### src/rtl/pci_target_if.sv
// PCI target bus bundle: master-driven address/data/command strobes and the
// target's registered responses, pad enables and BAR0 write strobe.
interface pci_target_if #(
    parameter int BAR_BITS = 6
);
    logic [31:0]         ad;
    logic [3:0]          cbe;
    logic                frame_n;
    logic                irdy_n;
    logic                idsel;
    logic [31:0]         rd_data;
    logic [3:0]          oe_ad_n;
    logic                par;
    logic                oe_par_n;
    logic                devsel_n;
    logic                trdy_n;
    logic                stop_n;
    logic                oe_devsel_n;
    logic                oe_trdy_n;
    logic                oe_stop_n;
    logic                wr_stb;
    logic [BAR_BITS-3:0] wr_addr;
    logic [31:0]         wr_data;

    modport master (
        output ad, cbe, frame_n, irdy_n, idsel,
        input  rd_data, oe_ad_n, par, oe_par_n, devsel_n, trdy_n, stop_n,
               oe_devsel_n, oe_trdy_n, oe_stop_n, wr_stb, wr_addr, wr_data
    );

    modport slave (
        input  ad, cbe, frame_n, irdy_n, idsel,
        output rd_data, oe_ad_n, par, oe_par_n, devsel_n, trdy_n, stop_n,
               oe_devsel_n, oe_trdy_n, oe_stop_n, wr_stb, wr_addr, wr_data
    );
endinterface

### src/rtl/pci_target.sv
// Single-dword PCI 33 MHz target: type-0 config space plus a BAR0 register file,
// medium DEVSEL decode, always disconnects after one data phase.
module pci_target #(
    parameter logic [15:0] VENDOR_ID  = 16'h10EE,
    parameter logic [15:0] DEVICE_ID  = 16'h0001,
    parameter logic [23:0] CLASS_CODE = 24'hFF0000,
    parameter int          BAR_BITS   = 6
) (
    input logic         clk,
    input logic         rst,
    pci_target_if.slave bus
);
    localparam int NREGS = 1 << (BAR_BITS - 2);

    typedef enum logic [2:0] {IDLE, BUSY, DECODE, DATA, STOPW, TURN} state_t;

    state_t              state_reg;
    logic [5:0]          cfg_no_reg;
    logic [BAR_BITS-3:0] idx_reg;
    logic                is_write_reg;
    logic                is_cfg_reg;
    logic                mem_en_reg;
    logic [31:BAR_BITS]  bar0_reg;
    logic [31:0]         regs [NREGS];

    logic [31:0]         rd_data_reg;
    logic [3:0]          oe_ad_n_reg;
    logic                par_reg;
    logic                oe_par_n_reg;
    logic                devsel_n_reg;
    logic                trdy_n_reg;
    logic                stop_n_reg;
    logic                oe_s_n_reg;
    logic                wr_stb_reg;
    logic [BAR_BITS-3:0] wr_addr_reg;
    logic [31:0]         wr_data_reg;

    logic                cfg_hit;
    logic                mem_hit;
    logic [31:0]         cfg_word;
    logic [31:0]         rd_word;
    logic [31:0]         wr_merged;

    assign cfg_hit = bus.idsel && (bus.ad[1:0] == 2'b00) &&
                     (bus.cbe == 4'hA || bus.cbe == 4'hB);
    assign mem_hit = mem_en_reg && (bus.ad[31:BAR_BITS] == bar0_reg) &&
                     (bus.cbe == 4'h6 || bus.cbe == 4'h7 ||
                      bus.cbe == 4'hC || bus.cbe == 4'hE);

    always_comb begin
        cfg_word = '0;
        case (cfg_no_reg)
            6'h00:   cfg_word = {DEVICE_ID, VENDOR_ID};
            6'h01:   cfg_word = {30'b0, mem_en_reg, 1'b0};
            6'h02:   cfg_word = {CLASS_CODE, 8'h00};
            6'h04:   cfg_word = {bar0_reg, {BAR_BITS{1'b0}}};
            default: cfg_word = '0;
        endcase
    end

    assign rd_word = is_cfg_reg ? cfg_word : regs[idx_reg];

    // Byte-enable merge is taken against the current value so read-only
    // and unaddressed lanes keep their contents.
    genvar gi;
    generate
        for (gi = 0; gi < 4; gi++) begin : g_merge
            assign wr_merged[8*gi +: 8] = bus.cbe[gi] ? rd_word[8*gi +: 8] : bus.ad[8*gi +: 8];
        end
    endgenerate

    always_ff @(posedge clk or posedge rst) begin
        if (rst) begin
            state_reg    <= IDLE;
            cfg_no_reg   <= '0;
            idx_reg      <= '0;
            is_write_reg <= 1'b0;
            is_cfg_reg   <= 1'b0;
            mem_en_reg   <= 1'b0;
            bar0_reg     <= '0;
            for (int i = 0; i < NREGS; i++) regs[i] <= '0;
            rd_data_reg  <= '0;
            oe_ad_n_reg  <= 4'hF;
            par_reg      <= 1'b1;
            oe_par_n_reg <= 1'b1;
            devsel_n_reg <= 1'b1;
            trdy_n_reg   <= 1'b1;
            stop_n_reg   <= 1'b1;
            oe_s_n_reg   <= 1'b1;
            wr_stb_reg   <= 1'b0;
            wr_addr_reg  <= '0;
            wr_data_reg  <= '0;
        end else begin
            wr_stb_reg   <= 1'b0;
            oe_par_n_reg <= 1'b1;
            case (state_reg)
                IDLE: begin
                    if (!bus.frame_n) begin
                        cfg_no_reg   <= bus.ad[7:2];
                        idx_reg      <= bus.ad[BAR_BITS-1:2];
                        is_write_reg <= bus.cbe[0];
                        is_cfg_reg   <= cfg_hit;
                        if (cfg_hit || mem_hit) begin
                            state_reg    <= DECODE;
                            oe_s_n_reg   <= 1'b0;
                            devsel_n_reg <= 1'b1;
                            trdy_n_reg   <= 1'b1;
                            stop_n_reg   <= 1'b1;
                            oe_ad_n_reg  <= bus.cbe[0] ? 4'hF : 4'h0;
                        end else begin
                            state_reg <= BUSY;
                        end
                    end
                end
                BUSY: begin
                    if (bus.frame_n && bus.irdy_n) state_reg <= IDLE;
                end
                DECODE: begin
                    state_reg    <= DATA;
                    devsel_n_reg <= 1'b0;
                    trdy_n_reg   <= 1'b0;
                    stop_n_reg   <= bus.frame_n;
                    rd_data_reg  <= rd_word;
                end
                DATA: begin
                    if (!bus.irdy_n) begin
                        oe_ad_n_reg <= 4'hF;
                        if (is_write_reg) begin
                            if (is_cfg_reg) begin
                                if (cfg_no_reg == 6'h01) mem_en_reg <= wr_merged[1];
                                if (cfg_no_reg == 6'h04) bar0_reg <= wr_merged[31:BAR_BITS];
                            end else begin
                                regs[idx_reg] <= wr_merged;
                                wr_stb_reg    <= 1'b1;
                                wr_addr_reg   <= idx_reg;
                                wr_data_reg   <= wr_merged;
                            end
                        end else begin
                            oe_par_n_reg <= 1'b0;
                            par_reg      <= ^{rd_data_reg, bus.cbe};
                        end
                        // Master still bursting: hold STOP until it drops FRAME.
                        trdy_n_reg <= 1'b1;
                        if (!bus.frame_n) begin
                            state_reg    <= STOPW;
                            devsel_n_reg <= 1'b0;
                            stop_n_reg   <= 1'b0;
                        end else begin
                            state_reg    <= TURN;
                            devsel_n_reg <= 1'b1;
                            stop_n_reg   <= 1'b1;
                        end
                    end else begin
                        stop_n_reg <= bus.frame_n;
                    end
                end
                STOPW: begin
                    if (bus.frame_n) begin
                        state_reg    <= TURN;
                        devsel_n_reg <= 1'b1;
                        stop_n_reg   <= 1'b1;
                    end
                end
                TURN: begin
                    state_reg  <= IDLE;
                    oe_s_n_reg <= 1'b1;
                end
                default: state_reg <= IDLE;
            endcase
        end
    end

    assign bus.rd_data     = rd_data_reg;
    assign bus.oe_ad_n     = oe_ad_n_reg;
    assign bus.par         = par_reg;
    assign bus.oe_par_n    = oe_par_n_reg;
    assign bus.devsel_n    = devsel_n_reg;
    assign bus.trdy_n      = trdy_n_reg;
    assign bus.stop_n      = stop_n_reg;
    assign bus.oe_devsel_n = oe_s_n_reg;
    assign bus.oe_trdy_n   = oe_s_n_reg;
    assign bus.oe_stop_n   = oe_s_n_reg;
    assign bus.wr_stb      = wr_stb_reg;
    assign bus.wr_addr     = wr_addr_reg;
    assign bus.wr_data     = wr_data_reg;
endmodule
### src/flat_wrapper.sv
// flat-port wrapper written by rule: the top's interface ports become plain ports
module pci_target_flat 
#(
    parameter logic [15:0] VENDOR_ID  = 16'h10EE,
    parameter logic [15:0] DEVICE_ID  = 16'h0001,
    parameter logic [23:0] CLASS_CODE = 24'hFF0000,
    parameter int          BAR_BITS   = 6
)
  (clk, rst, bus_ad, bus_cbe, bus_frame_n, bus_irdy_n, bus_idsel, bus_rd_data, bus_oe_ad_n, bus_par, bus_oe_par_n, bus_devsel_n, bus_trdy_n, bus_stop_n, bus_oe_devsel_n, bus_oe_trdy_n, bus_oe_stop_n, bus_wr_stb, bus_wr_addr, bus_wr_data);
  pci_target_if #(.BAR_BITS(BAR_BITS)) bus_i ();
  input logic clk;
  input logic rst;
  input wire logic [$bits(bus_i.ad)-1:0] bus_ad;
  input wire logic [$bits(bus_i.cbe)-1:0] bus_cbe;
  input wire logic [$bits(bus_i.frame_n)-1:0] bus_frame_n;
  input wire logic [$bits(bus_i.irdy_n)-1:0] bus_irdy_n;
  input wire logic [$bits(bus_i.idsel)-1:0] bus_idsel;
  output wire logic [$bits(bus_i.rd_data)-1:0] bus_rd_data;
  output wire logic [$bits(bus_i.oe_ad_n)-1:0] bus_oe_ad_n;
  output wire logic [$bits(bus_i.par)-1:0] bus_par;
  output wire logic [$bits(bus_i.oe_par_n)-1:0] bus_oe_par_n;
  output wire logic [$bits(bus_i.devsel_n)-1:0] bus_devsel_n;
  output wire logic [$bits(bus_i.trdy_n)-1:0] bus_trdy_n;
  output wire logic [$bits(bus_i.stop_n)-1:0] bus_stop_n;
  output wire logic [$bits(bus_i.oe_devsel_n)-1:0] bus_oe_devsel_n;
  output wire logic [$bits(bus_i.oe_trdy_n)-1:0] bus_oe_trdy_n;
  output wire logic [$bits(bus_i.oe_stop_n)-1:0] bus_oe_stop_n;
  output wire logic [$bits(bus_i.wr_stb)-1:0] bus_wr_stb;
  output wire logic [$bits(bus_i.wr_addr)-1:0] bus_wr_addr;
  output wire logic [$bits(bus_i.wr_data)-1:0] bus_wr_data;
  assign bus_i.ad = bus_ad;
  assign bus_i.cbe = bus_cbe;
  assign bus_i.frame_n = bus_frame_n;
  assign bus_i.irdy_n = bus_irdy_n;
  assign bus_i.idsel = bus_idsel;
  assign bus_rd_data = bus_i.rd_data;
  assign bus_oe_ad_n = bus_i.oe_ad_n;
  assign bus_par = bus_i.par;
  assign bus_oe_par_n = bus_i.oe_par_n;
  assign bus_devsel_n = bus_i.devsel_n;
  assign bus_trdy_n = bus_i.trdy_n;
  assign bus_stop_n = bus_i.stop_n;
  assign bus_oe_devsel_n = bus_i.oe_devsel_n;
  assign bus_oe_trdy_n = bus_i.oe_trdy_n;
  assign bus_oe_stop_n = bus_i.oe_stop_n;
  assign bus_wr_stb = bus_i.wr_stb;
  assign bus_wr_addr = bus_i.wr_addr;
  assign bus_wr_data = bus_i.wr_data;
  pci_target #(.VENDOR_ID(VENDOR_ID), .DEVICE_ID(DEVICE_ID), .CLASS_CODE(CLASS_CODE), .BAR_BITS(BAR_BITS)) u_core (.clk(clk), .rst(rst), .bus(bus_i));
endmodule
### config.mk
export PLATFORM = sky130hd
export DESIGN_NAME = pci_target_flat
export DESIGN_NICKNAME = d
export VERILOG_FILES = /design/src/rtl/pci_target_if.sv /design/src/rtl/pci_target.sv /design/src/flat_wrapper.sv
export SDC_FILE = /design/constraint.sdc
export NUM_CORES = 2
export LEC_CHECK = 0
export ABC_AREA = 1
export BUFFER_PORTS_ARGS = -buffer_cell sky130_fd_sc_hd__buf_2
export CAP_MARGIN = 10
export CELL_PAD_IN_SITES_DETAIL_PLACEMENT = 0
export CELL_PAD_IN_SITES_GLOBAL_PLACEMENT = 1
export CORE_MARGIN = 5
export CORE_UTILIZATION = 40
export CTS_BUF_LIST = sky130_fd_sc_hd__clkbuf_4
export CTS_CLUSTER_SIZE = 8
export DETAILED_ROUTE_END_ITERATION = 10
export PLACE_DENSITY_LB_ADDON = 0.1
export SYNTH_ARGS = -nofsm -noshare
export SYNTH_HDL_FRONTEND = slang
export SYNTH_SLANG_ARGS = --single-unit
### constraint.sdc
create_clock -name clk -period 48.1 [get_ports clk]
set_clock_uncertainty 0.2 [all_clocks]
set_input_delay 9.62 -clock clk [delete_from_list [all_inputs] [get_ports clk]]
set_output_delay 9.62 -clock clk [all_outputs]
set_load 0.1 [all_outputs]
==> flow_metrics.py <==
metrics = {
    "synth": {
        "synth_compound_area_share_pct": 5.539,
        "synthCells": 3990,
        "yosys.area_share.xor_xnor_pct": 0.5102,
        "ys.warnings.count": 0,
        "synth_area_um2": 30900,
        "mappedNetlistNets": 4037,
        "synth-simple-area-share_pct": 37.32,
        "syn_avg_cell_area_um2": 7.745,
        "synth_seq_area_share_pct": 50.72,
        "library_cells_used_by_synthesis": 38,
        "synthAdderAreaFrac_pct": 0.2429,
        "synth_top_family_by_area": "simple AND/OR/NAND/NOR gates",
        "post_synth_mux_area_share_pct": 0,
        "ys_ff_latch": 626,
    },
    "critical_path": {
        "cp.arrival_ps": 13250,
        "timing.critical_path.to_type": "flip-flop",
        "timing.rr.end": "u_core.bus.wr_data[16]",
        "reg2reg_from": "u_core.idx_reg[1]",
        "timing.reg2reg.worst_path_depth": 12,
        "wp_data_required_ps": 48830,
        "setup.reg_to_reg.worst_slack_ps": 43470,
        "timing.critical_path.fanout_max": 46,
        "setup.worst_path.start_class": "primary input",
        "worst-setup-path-type": "in2reg",
    },
    "sta": {
        "grt_setup_unrepaired": "no",
        "fin_tns_setup_ps": 0,
        "period_share_pct": 26.03,
        "final.min_clock_period_ps": 12520,
        "max-slew-margin-rel_pct": 6.235,
        "tightest_slew_ps": 1406,
        "holdWs_ps": 260.7,
        "final_hold_viol_count": 0,
        "timing_max_transition_violations_final": 0,
        "final_report_setup_violation_count": 0,
        "clock.fmax_mhz": 79.88,
    },
    "place": {
        "dp_hpwl_mm": 72.09,
        "routabilityCongestion": 0.8182,
        "io_buffer_count": 121,
    },
    "routing": {
        "routed-via-count": 28780,
        "wirelength_mm": 124.7,
        "avgRoutedWirePerCell_um": 23.81,
        "avgViaCountPerCell": 5.497,
        "drt_pass1_iterations": 5,
        "antenna_left": 0,
        "detailedRoute.firstIterationViolations": 2686,
        "drc": 0,
    },
    "layout": {
        "most_common_library_cell_in_the_layout_ignoring_fill_and_taps": "nand2_1",
        "post_route_cells_drive_above_1_share_pct": 14.52,
        "num-fill-cells": 7976,
        "finish.net_count": 4114,
        "largest_reg_flops": 512,
        "layout_common_cells": "nand2_1 (1,928), dfrtp_1 (619), nand3_1 (596)",
        "syn_to_final_growth_pct": 10.76,
        "multiInputGateArea_um2": 13530,
        "ff_latch_area_um2": 15670,
        "share_of_the_core_filled_with_cells_pct": 44.40,
    },
    "clock_network": {
        "clkSlewWorstSetupHoldPaths_ps": 70,
        "cts_num_sinks": 626,
        "insertion_delay_ps": 1030,
        "clock_tree.buffer_depth": 3,
        "tritoncts": "built",
        "post_cts.repair.setup_buffers": 0,
        "root_buffer": "clkbuf_4",
        "cts_repair_resize_count": 0,
        "tritoncts.num_buffers": 185,
        "cts_htree_levels": 4,
        "cts-hold-fix-buffers": 0,
    },
    "floorplan": {
        "fp.dieH_um": 288.0,
        "initial_core_util_pct": 40.09,
        "core_area_um2": 77080,
        "io_pins": 122,
        "rows": 102,
        "area_enclosed_by_the_die_boundary_um2": 82920,
        "die_w_um": 288.0,
    },
    "min_path": {
        "min-delay-path-class": "reg2reg",
        "min_delay_worst_endpoint": "u_core.bus.devsel_n",
        "min_path_cells": 2,
        "hold_path.startpoint": "u_core.bus.devsel_n",
    },
    "flow_run": {
        "max_cap_viol_count": 0,
    },
    "global_routing": {
        "grt_max_degree": 173,
        "grt_use_total_pct": 29.93,
        "vias_in_the_first_global_route": 28430,
        "globalRouteOverflowTotal": 0,
        "antenna_found_initial": 4,
        "grt_pass1_wl_mm": 186.5,
    },
    "run_status": {
        "outcome": "finished, final reports clean",
    },
    "pwr": {
        "p_per_area_nw_per_um2": 39.96,
        "p_leak_nw": 18.94,
        "vdd_drop_max_uv": 34.93,
    },
}
## report_power, final
part	internal, mW	switching [mW]	total, mW
Combinational	0.0393	0.259	0.298
Sequential	0.540	0.0134	0.553
Clock	0.272	0.244	0.516
Total	0.851	0.516	1.37
## per-layer routing
metal	wire length [µm]	global-route usage, %	vias to the layer above
met5	52	0.3571	-
met4	3593	9.768	4
met3	10810	7.965	213
met2	55510	45.89	1132
met1	54690	41.40	14280
li1	-	-	13150
## how the worst max path moves through the flow
stage	startpoint	endpoint	slack, ps	depth (start not counted)
after floorplan	rst	u_core.bar0_reg[10]	20760	1
after global placement	bus_irdy_n	u_core.regs[288]	34750	13
after detailed placement	bus_irdy_n	u_core.regs[299]	34660	13
after CTS	bus_irdy_n	u_core.regs[316]	35760	13
after global routing	bus_irdy_n	u_core.regs[289]	35500	13
final	bus_irdy_n	u_core.regs[289]	35580	13
## synth_stat cells, drive strengths merged
cell type | n | area share, %
a211oi | 1 | 0.024
a21oi | 15 | 0.34
a22oi | 136 | 3.3
buf | 180 | 3.1
clkbuf | 96 | 1.2
clkinv | 4 | 0.053
dfrtp | 619 | 50
dfstp | 7 | 0.60
ha | 6 | 0.24
inv | 109 | 1.3
nand2 | 1936 | 24
nand3 | 626 | 11
nand4 | 66 | 1.3
nor2 | 56 | 1.1
nor3 | 6 | 0.18
nor4 | 2 | 0.11
o2111ai | 1 | 0.028
o21a | 6 | 0.15
o21ai | 81 | 1.7
o22ai | 1 | 0.020
or2 | 18 | 0.36
xnor2 | 11 | 0.31
xor2 | 7 | 0.20
## kinds of logic (layout without fill, tap and decap cells)
kind of cell	Yosys count	count (layout)
AOI/OAI and AO/OA	241	241
xor gates and xnor gates	18	18
adders and majority gates	6	6
buffers and inverters	389	592
DFF	626	626
other	0	2
and+or+nand+nor	2710	2710
## area by class of cell
| cell class | instances | area share (%) |
|---|---|---|
| antenna | 2 | 0.01462 |
| sequential | 626 | 45.79 |
| clock buffer | 266 | 5.834 |
| timing repair buffer | 166 | 2.866 |
| multi-input combinational | 2975 | 39.54 |
| inverter | 113 | 1.272 |
| tap | 1040 | 3.802 |
| clock inverter | 47 | 0.8810 |
## critical path, stage by stage
cell and delay, ps:
buf_2 100, inv_1 60, nand2_2 110, nor2_4 60, nand2_4 480, clkinv_2 790
nand2_2 430, nor2_4 40, buf_4 370, inv_2 440, buf_4 490, nand2_1 100
nand2_1 90
## per-stage QoR
stage	area, µm²	instances	worst slack [ps]	total power [mW]
global route	34230	5235	35500	1.422
global placement	31920	4920	34750	0.8583
detailed placement	31920	4920	34660	0.8590
floorplan	30900	3990	20760	0.7572
CTS	34220	5233	35760	1.378
finish	34230	5235	35580	1.368
(Power assumes the default switching activity.)
